### src/rtl/seg_pattern_reader.sv
// Seven-segment bus snooper: recovers per-digit hex values from the multiplexed active-low lines.
// Optional decimal-point capture is enabled by defining SEG_READER_DP_EN.
module seg_pattern_reader #(
  parameter int NUM_DIGITS    = 8,
  parameter int IDX_W         = 3,
  parameter int STABLE_CYCLES = 4,
  parameter int CNT_W         = 4
) (
  input  logic                    clk,
  input  logic                    rst_n,
  input  logic                    sample_en,
  input  logic [NUM_DIGITS-1:0]   an_n,
  input  logic [6:0]              seg_n,
`ifdef SEG_READER_DP_EN
  input  logic                    dp_n,
  output logic [NUM_DIGITS-1:0]   dp_on,
`endif
  input  logic                    clr_err,
  output logic [4*NUM_DIGITS-1:0] digits,
  output logic [NUM_DIGITS-1:0]   digit_valid,
  output logic [NUM_DIGITS-1:0]   blank,
  output logic                    upd_pulse,
  output logic [IDX_W-1:0]        upd_idx,
  output logic                    bad_pattern
);

`ifdef SEG_READER_DP_EN
  localparam int SW = NUM_DIGITS + 8;
`else
  localparam int SW = NUM_DIGITS + 7;
`endif
  localparam logic [CNT_W-1:0] STABLE_CNT = CNT_W'(STABLE_CYCLES);

  typedef enum logic [1:0] {IDLE, TRACK, HELD} state_t;

  // Returns {is_hex, is_blank, value} for a segment pattern.
  function automatic logic [5:0] decode_seg(input logic [6:0] s);
    case (s)
      7'b0000001: decode_seg = {2'b10, 4'h0};
      7'b1001111: decode_seg = {2'b10, 4'h1};
      7'b0010010: decode_seg = {2'b10, 4'h2};
      7'b0000110: decode_seg = {2'b10, 4'h3};
      7'b1001100: decode_seg = {2'b10, 4'h4};
      7'b0100100: decode_seg = {2'b10, 4'h5};
      7'b0100000: decode_seg = {2'b10, 4'h6};
      7'b0001111: decode_seg = {2'b10, 4'h7};
      7'b0000000: decode_seg = {2'b10, 4'h8};
      7'b0000100: decode_seg = {2'b10, 4'h9};
      7'b0001000: decode_seg = {2'b10, 4'hA};
      7'b1100000: decode_seg = {2'b10, 4'hB};
      7'b0110001: decode_seg = {2'b10, 4'hC};
      7'b1000010: decode_seg = {2'b10, 4'hD};
      7'b0110000: decode_seg = {2'b10, 4'hE};
      7'b0111000: decode_seg = {2'b10, 4'hF};
      7'b1111111: decode_seg = {2'b01, 4'h0};
      default:    decode_seg = {2'b00, 4'h0};
    endcase
  endfunction

  state_t                  state_r, state_s;
  logic [CNT_W-1:0]        cnt_r, cnt_s;
  logic [SW-1:0]           last_r, last_s, sample_s;
  logic [4*NUM_DIGITS-1:0] digits_r, digits_s;
  logic [NUM_DIGITS-1:0]   valid_r, valid_s, blank_r, blank_s, onehot_s;
  logic                    pulse_r, pulse_s, bad_r, bad_s, commit_s, sel_valid_s;
  logic [IDX_W-1:0]        idx_r, idx_out_s, idx_s;
  logic [5:0]              dec_s;
`ifdef SEG_READER_DP_EN
  logic [NUM_DIGITS-1:0]   dp_r, dp_s;
  assign sample_s = {dp_n, an_n, seg_n};
`else
  assign sample_s = {an_n, seg_n};
`endif

  assign dec_s = decode_seg(seg_n);

  // Select validity (exactly one low bit) and the position of that bit.
  always_comb begin
    onehot_s    = ~an_n;
    sel_valid_s = (onehot_s != {NUM_DIGITS{1'b0}}) &&
                  ((onehot_s & (onehot_s - NUM_DIGITS'(1'b1))) == {NUM_DIGITS{1'b0}});
    idx_s = {IDX_W{1'b0}};
    for (int i = 0; i < NUM_DIGITS; i++) begin
      if (!an_n[i]) begin
        idx_s = IDX_W'(i);
      end else begin
        idx_s = idx_s;
      end
    end
  end

  // Stability FSM next state and commit decision.
  always_comb begin
    state_s  = state_r;
    cnt_s    = cnt_r;
    last_s   = last_r;
    commit_s = 1'b0;
    if (sample_en) begin
      last_s = sample_s;
      case (state_r)
        IDLE: begin
          if (sel_valid_s) begin
            state_s = TRACK;
            cnt_s   = CNT_W'(1'b1);
          end else begin
            state_s = IDLE;
            cnt_s   = {CNT_W{1'b0}};
          end
        end
        TRACK: begin
          if (!sel_valid_s) begin
            state_s = IDLE;
            cnt_s   = {CNT_W{1'b0}};
          end else if (sample_s == last_r) begin
            cnt_s = cnt_r + CNT_W'(1'b1);
          end else begin
            cnt_s = CNT_W'(1'b1);
          end
        end
        HELD: begin
          if (!sel_valid_s) begin
            state_s = IDLE;
            cnt_s   = {CNT_W{1'b0}};
          end else if (sample_s != last_r) begin
            state_s = TRACK;
            cnt_s   = CNT_W'(1'b1);
          end else begin
            state_s = HELD;
          end
        end
        default: begin
          state_s = IDLE;
          cnt_s   = {CNT_W{1'b0}};
        end
      endcase
      // A run reaching the threshold commits this cycle; covers the single-sample case too.
      if ((state_s == TRACK) && (cnt_s == STABLE_CNT)) begin
        commit_s = 1'b1;
        state_s  = HELD;
      end else begin
        commit_s = 1'b0;
      end
    end else begin
      last_s = last_r;
    end
  end

  // Shadow register file updates on commit; bad-set beats clear.
  always_comb begin
    digits_s  = digits_r;
    valid_s   = valid_r;
    blank_s   = blank_r;
    idx_out_s = idx_r;
    pulse_s   = commit_s;
    bad_s     = bad_r & ~clr_err;
`ifdef SEG_READER_DP_EN
    dp_s      = dp_r;
`endif
    if (commit_s) begin
      idx_out_s = idx_s;
      if (!dec_s[5] && !dec_s[4]) begin
        bad_s = 1'b1;
      end else begin
        bad_s = bad_s;
      end
    end else begin
      idx_out_s = idx_r;
    end
    for (int i = 0; i < NUM_DIGITS; i++) begin
      if (commit_s && (IDX_W'(i) == idx_s)) begin
`ifdef SEG_READER_DP_EN
        dp_s[i] = ~dp_n;
`endif
        if (dec_s[5]) begin
          digits_s[4*i +: 4] = dec_s[3:0];
          valid_s[i]         = 1'b1;
          blank_s[i]         = 1'b0;
        end else if (dec_s[4]) begin
          valid_s[i] = 1'b0;
          blank_s[i] = 1'b1;
        end else begin
          valid_s[i] = valid_r[i];
        end
      end else begin
        valid_s[i] = valid_r[i];
      end
    end
  end

  // State and output registers.
  always_ff @(posedge clk or negedge rst_n) begin
    if (!rst_n) begin
      state_r  <= IDLE;
      cnt_r    <= {CNT_W{1'b0}};
      last_r   <= {SW{1'b1}};
      digits_r <= {(4*NUM_DIGITS){1'b0}};
      valid_r  <= {NUM_DIGITS{1'b0}};
      blank_r  <= {NUM_DIGITS{1'b1}};
      pulse_r  <= 1'b0;
      idx_r    <= {IDX_W{1'b0}};
      bad_r    <= 1'b0;
`ifdef SEG_READER_DP_EN
      dp_r     <= {NUM_DIGITS{1'b0}};
`endif
    end else begin
      state_r  <= state_s;
      cnt_r    <= cnt_s;
      last_r   <= last_s;
      digits_r <= digits_s;
      valid_r  <= valid_s;
      blank_r  <= blank_s;
      pulse_r  <= pulse_s;
      idx_r    <= idx_out_s;
      bad_r    <= bad_s;
`ifdef SEG_READER_DP_EN
      dp_r     <= dp_s;
`endif
    end
  end

  assign digits      = digits_r;
  assign digit_valid = valid_r;
  assign blank       = blank_r;
  assign upd_pulse   = pulse_r;
  assign upd_idx     = idx_r;
  assign bad_pattern = bad_r;
`ifdef SEG_READER_DP_EN
  assign dp_on       = dp_r;
`endif

endmodule

### config.mk
export PLATFORM = sky130hd
export DESIGN_NAME = seg_pattern_reader
export DESIGN_NICKNAME = d
export VERILOG_FILES = /design/src/rtl/seg_pattern_reader.sv
export SDC_FILE = /design/constraint.sdc
export NUM_CORES = 1
export LEC_CHECK = 0
export ABC_AREA = 1
export CAP_MARGIN = 10
export CORE_MARGIN = 2
export CORE_UTILIZATION = 35
export DETAILED_ROUTE_END_ITERATION = 12
export PLACE_DENSITY_LB_ADDON = 0.2
export SYNTH_ARGS = -nofsm -noshare
export SYNTH_HDL_FRONTEND = slang
export SYNTH_SLANG_ARGS = --single-unit
### constraint.sdc
create_clock -name clk -period 2.4 [get_ports clk]
set_input_delay 0.36 -clock clk [delete_from_list [all_inputs] [get_ports clk]]
set_output_delay 0.36 -clock clk [all_outputs]
set_load 0.005 [all_outputs]
==> impl_metrics.json <==
{
  "grt_pass1_wl_mm": 18.37,
  "switching_share_pct": 23.90,
  "clock_latency_ns": 0.33,
  "post-route-drc-count": 0,
  "p_sw_uw": 772.7,
  "synth.avg_cell_area_um2": 7.942,
  "antenna_found_initial": 0,
  "drt_wl_total_mm": 10.95,
  "drt_iter0_drc": 161,
  "synth_xor_xnor_area_share_pct": 0.6424,
  "synth_compound_area_share_pct": 6.240,
  "die_width_um": 112.1,
  "instances_no_fill": 816,
  "io_buffers": 71,
  "path_clk_slew_ns": 0.06,
  "grt.total_usage_pct": 18.22,
  "synth_top_family_by_area": "simple AND/OR/NAND/NOR gates",
  "ir_drop_v": 0.0002998,
  "top_usage_layer": "met2",
  "p_seq_share_pct": 40.4,
  "synth_edf_count": 0,
  "core_region_area_um2": 11420,
  "gp_congestion": 0.8724,
  "synth.net_count": 535,
  "grt.met1_usage_pct": 24.81,
  "critical_path_required_ns": 2.67,
  "nets": 688,
  "synthAdderAreaFrac_pct": 0.3059,
  "seq_area_frac_synth_pct": 45.98,
  "combPwrFrac_pct": 11.2,
  "grt_max_degree": 75,
  "synth_seq_cells": 74,
  "hp-class": "primary input to async pin",
  "wl_per_cell_um": 13.41,
  "pwr-share-clk_pct": 48.3,
  "maxClockFrequency_ghz": 0.4483,
  "cap_violations": 0,
  "regArea_um2": 1881,
  "boundaryPins": 72,
  "crit_path_end_kind": "flip-flop",
  "yosys_warnings": 0,
  "design.die.area_um2": 12570,
  "cts_tree": "done",
  "grt_pass1_vias": 3818,
  "routed-via-count": 3835,
  "num_antenna_cells": 0,
  "n_fill_cell": 1093,
  "critPathKind": "flip-flop to flip-flop",
  "cts_num_sinks": 74,
  "crit_arrival_ns": 2.50,
  "use_met2_pct": 28.96,
  "crit_path_start_kind": "flip-flop",
  "r2r_cells": 14,
  "start_util_pct": 35.82,
  "setup_viol": 0,
  "rsz0062_at_grt": "yes",
  "slew_violations": 0,
  "synthMuxAreaShare_pct": 0,
  "synthSimpleGateAreaFrac_pct": 39.68,
  "reg2reg_slack_ns": 0.17,
  "min_period_over_period_pct": 92.94,
  "clockRootBuffer": "clkbuf_16",
  "drtPass1Iterations": 4,
  "synth_cells": 515,
  "hold_viol_final": 0,
  "rows": 39,
  "p_int_uw": 2461,
  "multi_input_area_um2": 1993,
  "async_reset_ff_share_pct": 100.0,
  "ys_types": 40,
  "htreeDepth": 3,
  "synth_flop_cell": "dfrtp_1",
  "hpwl_mm": 8.137,
  "dp_cells": 797,
  "min_period_ns": 2.231,
  "grt-ovfl-total": 0,
  "viasPerCell": 4.700,
  "skew_ns": 0.004981,
  "areaGrowthSynthToFinish_pct": 47.69,
  "clock_path_buffers": 2,
  "fin_tns_setup_ns": 0,
  "slew_headroom_pct": 73.06,
  "drive_gt1_share_pct": 26.89,
  "hold_ws_ns": 0.06536,
  "p_leak_uw": 0.003208,
  "worstMarginPinSlew_ns": 0.4037,
  "ant_nets": 0,
  "worstPathMaxFanout": 5,
  "synth_area_um2": 4090,
  "use_met3_pct": 3.294,
  "cts_buffers": 9,
  "dieHeight_um": 112.1,
  "p_per_area_nw_per_um2": 535.2,
  "status": "finished clean"
}
path summary, 6_finish.rpt:
kind                                       start                     end
max                        last_r[1]$_DFFE_PN1P_  digits[23]$_DFFE_PN0P_
min                                        rst_n   digits[5]$_DFFE_PN0P_
max reg2reg                last_r[1]$_DFFE_PN1P_  digits[23]$_DFFE_PN0P_
min reg2reg                 blank[2]$_DFFE_PN1P_    blank[2]$_DFFE_PN1P_
max in group asynchronous                  rst_n    blank[2]$_DFFE_PN1P_
min in group clk                        seg_n[4]   last_r[4]$_DFFE_PN1P_
power groups by stage:
stage	clock [µW]	sequential [µW]	combinational (µW)
floorplan	0	1320	163
CTS	1600	1310	353
global placement	0	1330	347
global route	1670	1310	406
detailed placement	0	1330	352
finish	1560	1310	363
final cells by class:
type	count	share of cell area, %
clock inverters	6	1.906
well taps	143	2.962
inverters	56	3.521
flip-flops and latches	74	31.13
repair buffers	153	23.70
clock buffers	10	3.790
multi-input cells	374	33.00
state kept, by name, summed over array words and instances, names as in the netlist:
signal,flops
digits,32
last_r,15
blank,8
digit_valid,8
cnt_r,4
upd_idx,3
state_r,2
bad_pattern,1
upd_pulse,1
synthesized netlist by cell type (5+ instances only):
cell	count	area (µm²)
dfstp_2	23	604.3
a21oi_1	13	65.06
nand2_2	5	31.28
nand4_1	24	150.1
nor2_1	41	153.9
inv_1	47	176.4
nor2_4	5	56.30
nand2_1	197	739.5
dfrtp_1	51	1276
o21ai_0	20	100.1
nor3_1	5	25.02
o21ai_1	6	30.03
inv_2	8	30.03
nand4_4	9	191.4
nand3_1	23	115.1
metrics by stage:
stage          instance area [µm²]  setup WS [ns]  total power, µW  util, %
6_report                      6041         0.1693             3233    52.90
5_1_grt                       6041      -0.007702             3383    52.90
4_1_cts                       5904        0.01597             3265    51.71
3_5_place_dp                  5558        -0.3541             1680    48.67
3_3_place_gp                  5558        -0.2781             1675    48.67
2_1_floorplan                 4090         0.3186             1487        -
per-layer routing:
layer  up-vias  wire [µm]
li1       1961          -
met1      1791       5280
met2        73       5097
met3        10        443
met4         0        123
met5         -          0
layout by cell type (no fill, tap or decap), drive strengths merged, types with 2 or more instances in the layout:
cell type / netlist / layout
dfstp: 23 / 23
dlymetal6s2s: 0 / 14
clkbuf: 4 / 10
nand2: 205 / 205
xnor2: 2 / 2
o21ai: 26 / 26
clkdlybuf4s50: 0 / 56
bufinv: 0 / 3
nor2: 52 / 53
dfrtp: 51 / 51
a21oi: 14 / 14
inv: 56 / 57
buf: 8 / 83
nand3: 24 / 24
nor3: 6 / 6
nand4: 33 / 33
repair_timing:
| item | CTS | global route |
|---|---|---|
| setup endpoints to repair | 3 | 52 |
| setup buffers | 0 | 2 |
| gates cloned | 0 | 1 |
| resized for setup | 1 | 34 |
| hold buffers | 0 | 0 |
| pin swaps | 0 | 12 |
worst max-delay path: stages (launching register included):
cell	delay, ns
dfstp_2	0.54
xor2_1	0.15
nor2_1	0.05
nand2_1	0.09
nor2_4	0.07
buf_4	0.15
nand3_1	0.11
nand2_2	0.09
nor2_4	0.17
nand2_4	0.10
nor2_8	0.15
nand4_1	0.17
nor2_4	0.20
nand2_1	0.08
nand2_1	0.06
cell families after synthesis:
kind of cell | count (synthesis)
xor+xnor | 3
flops | 74
simple gates | 322
compound gates | 47
buf+inv | 68
fa+ha+maj | 1
Note: power is estimated with default switching activity, not from simulation.
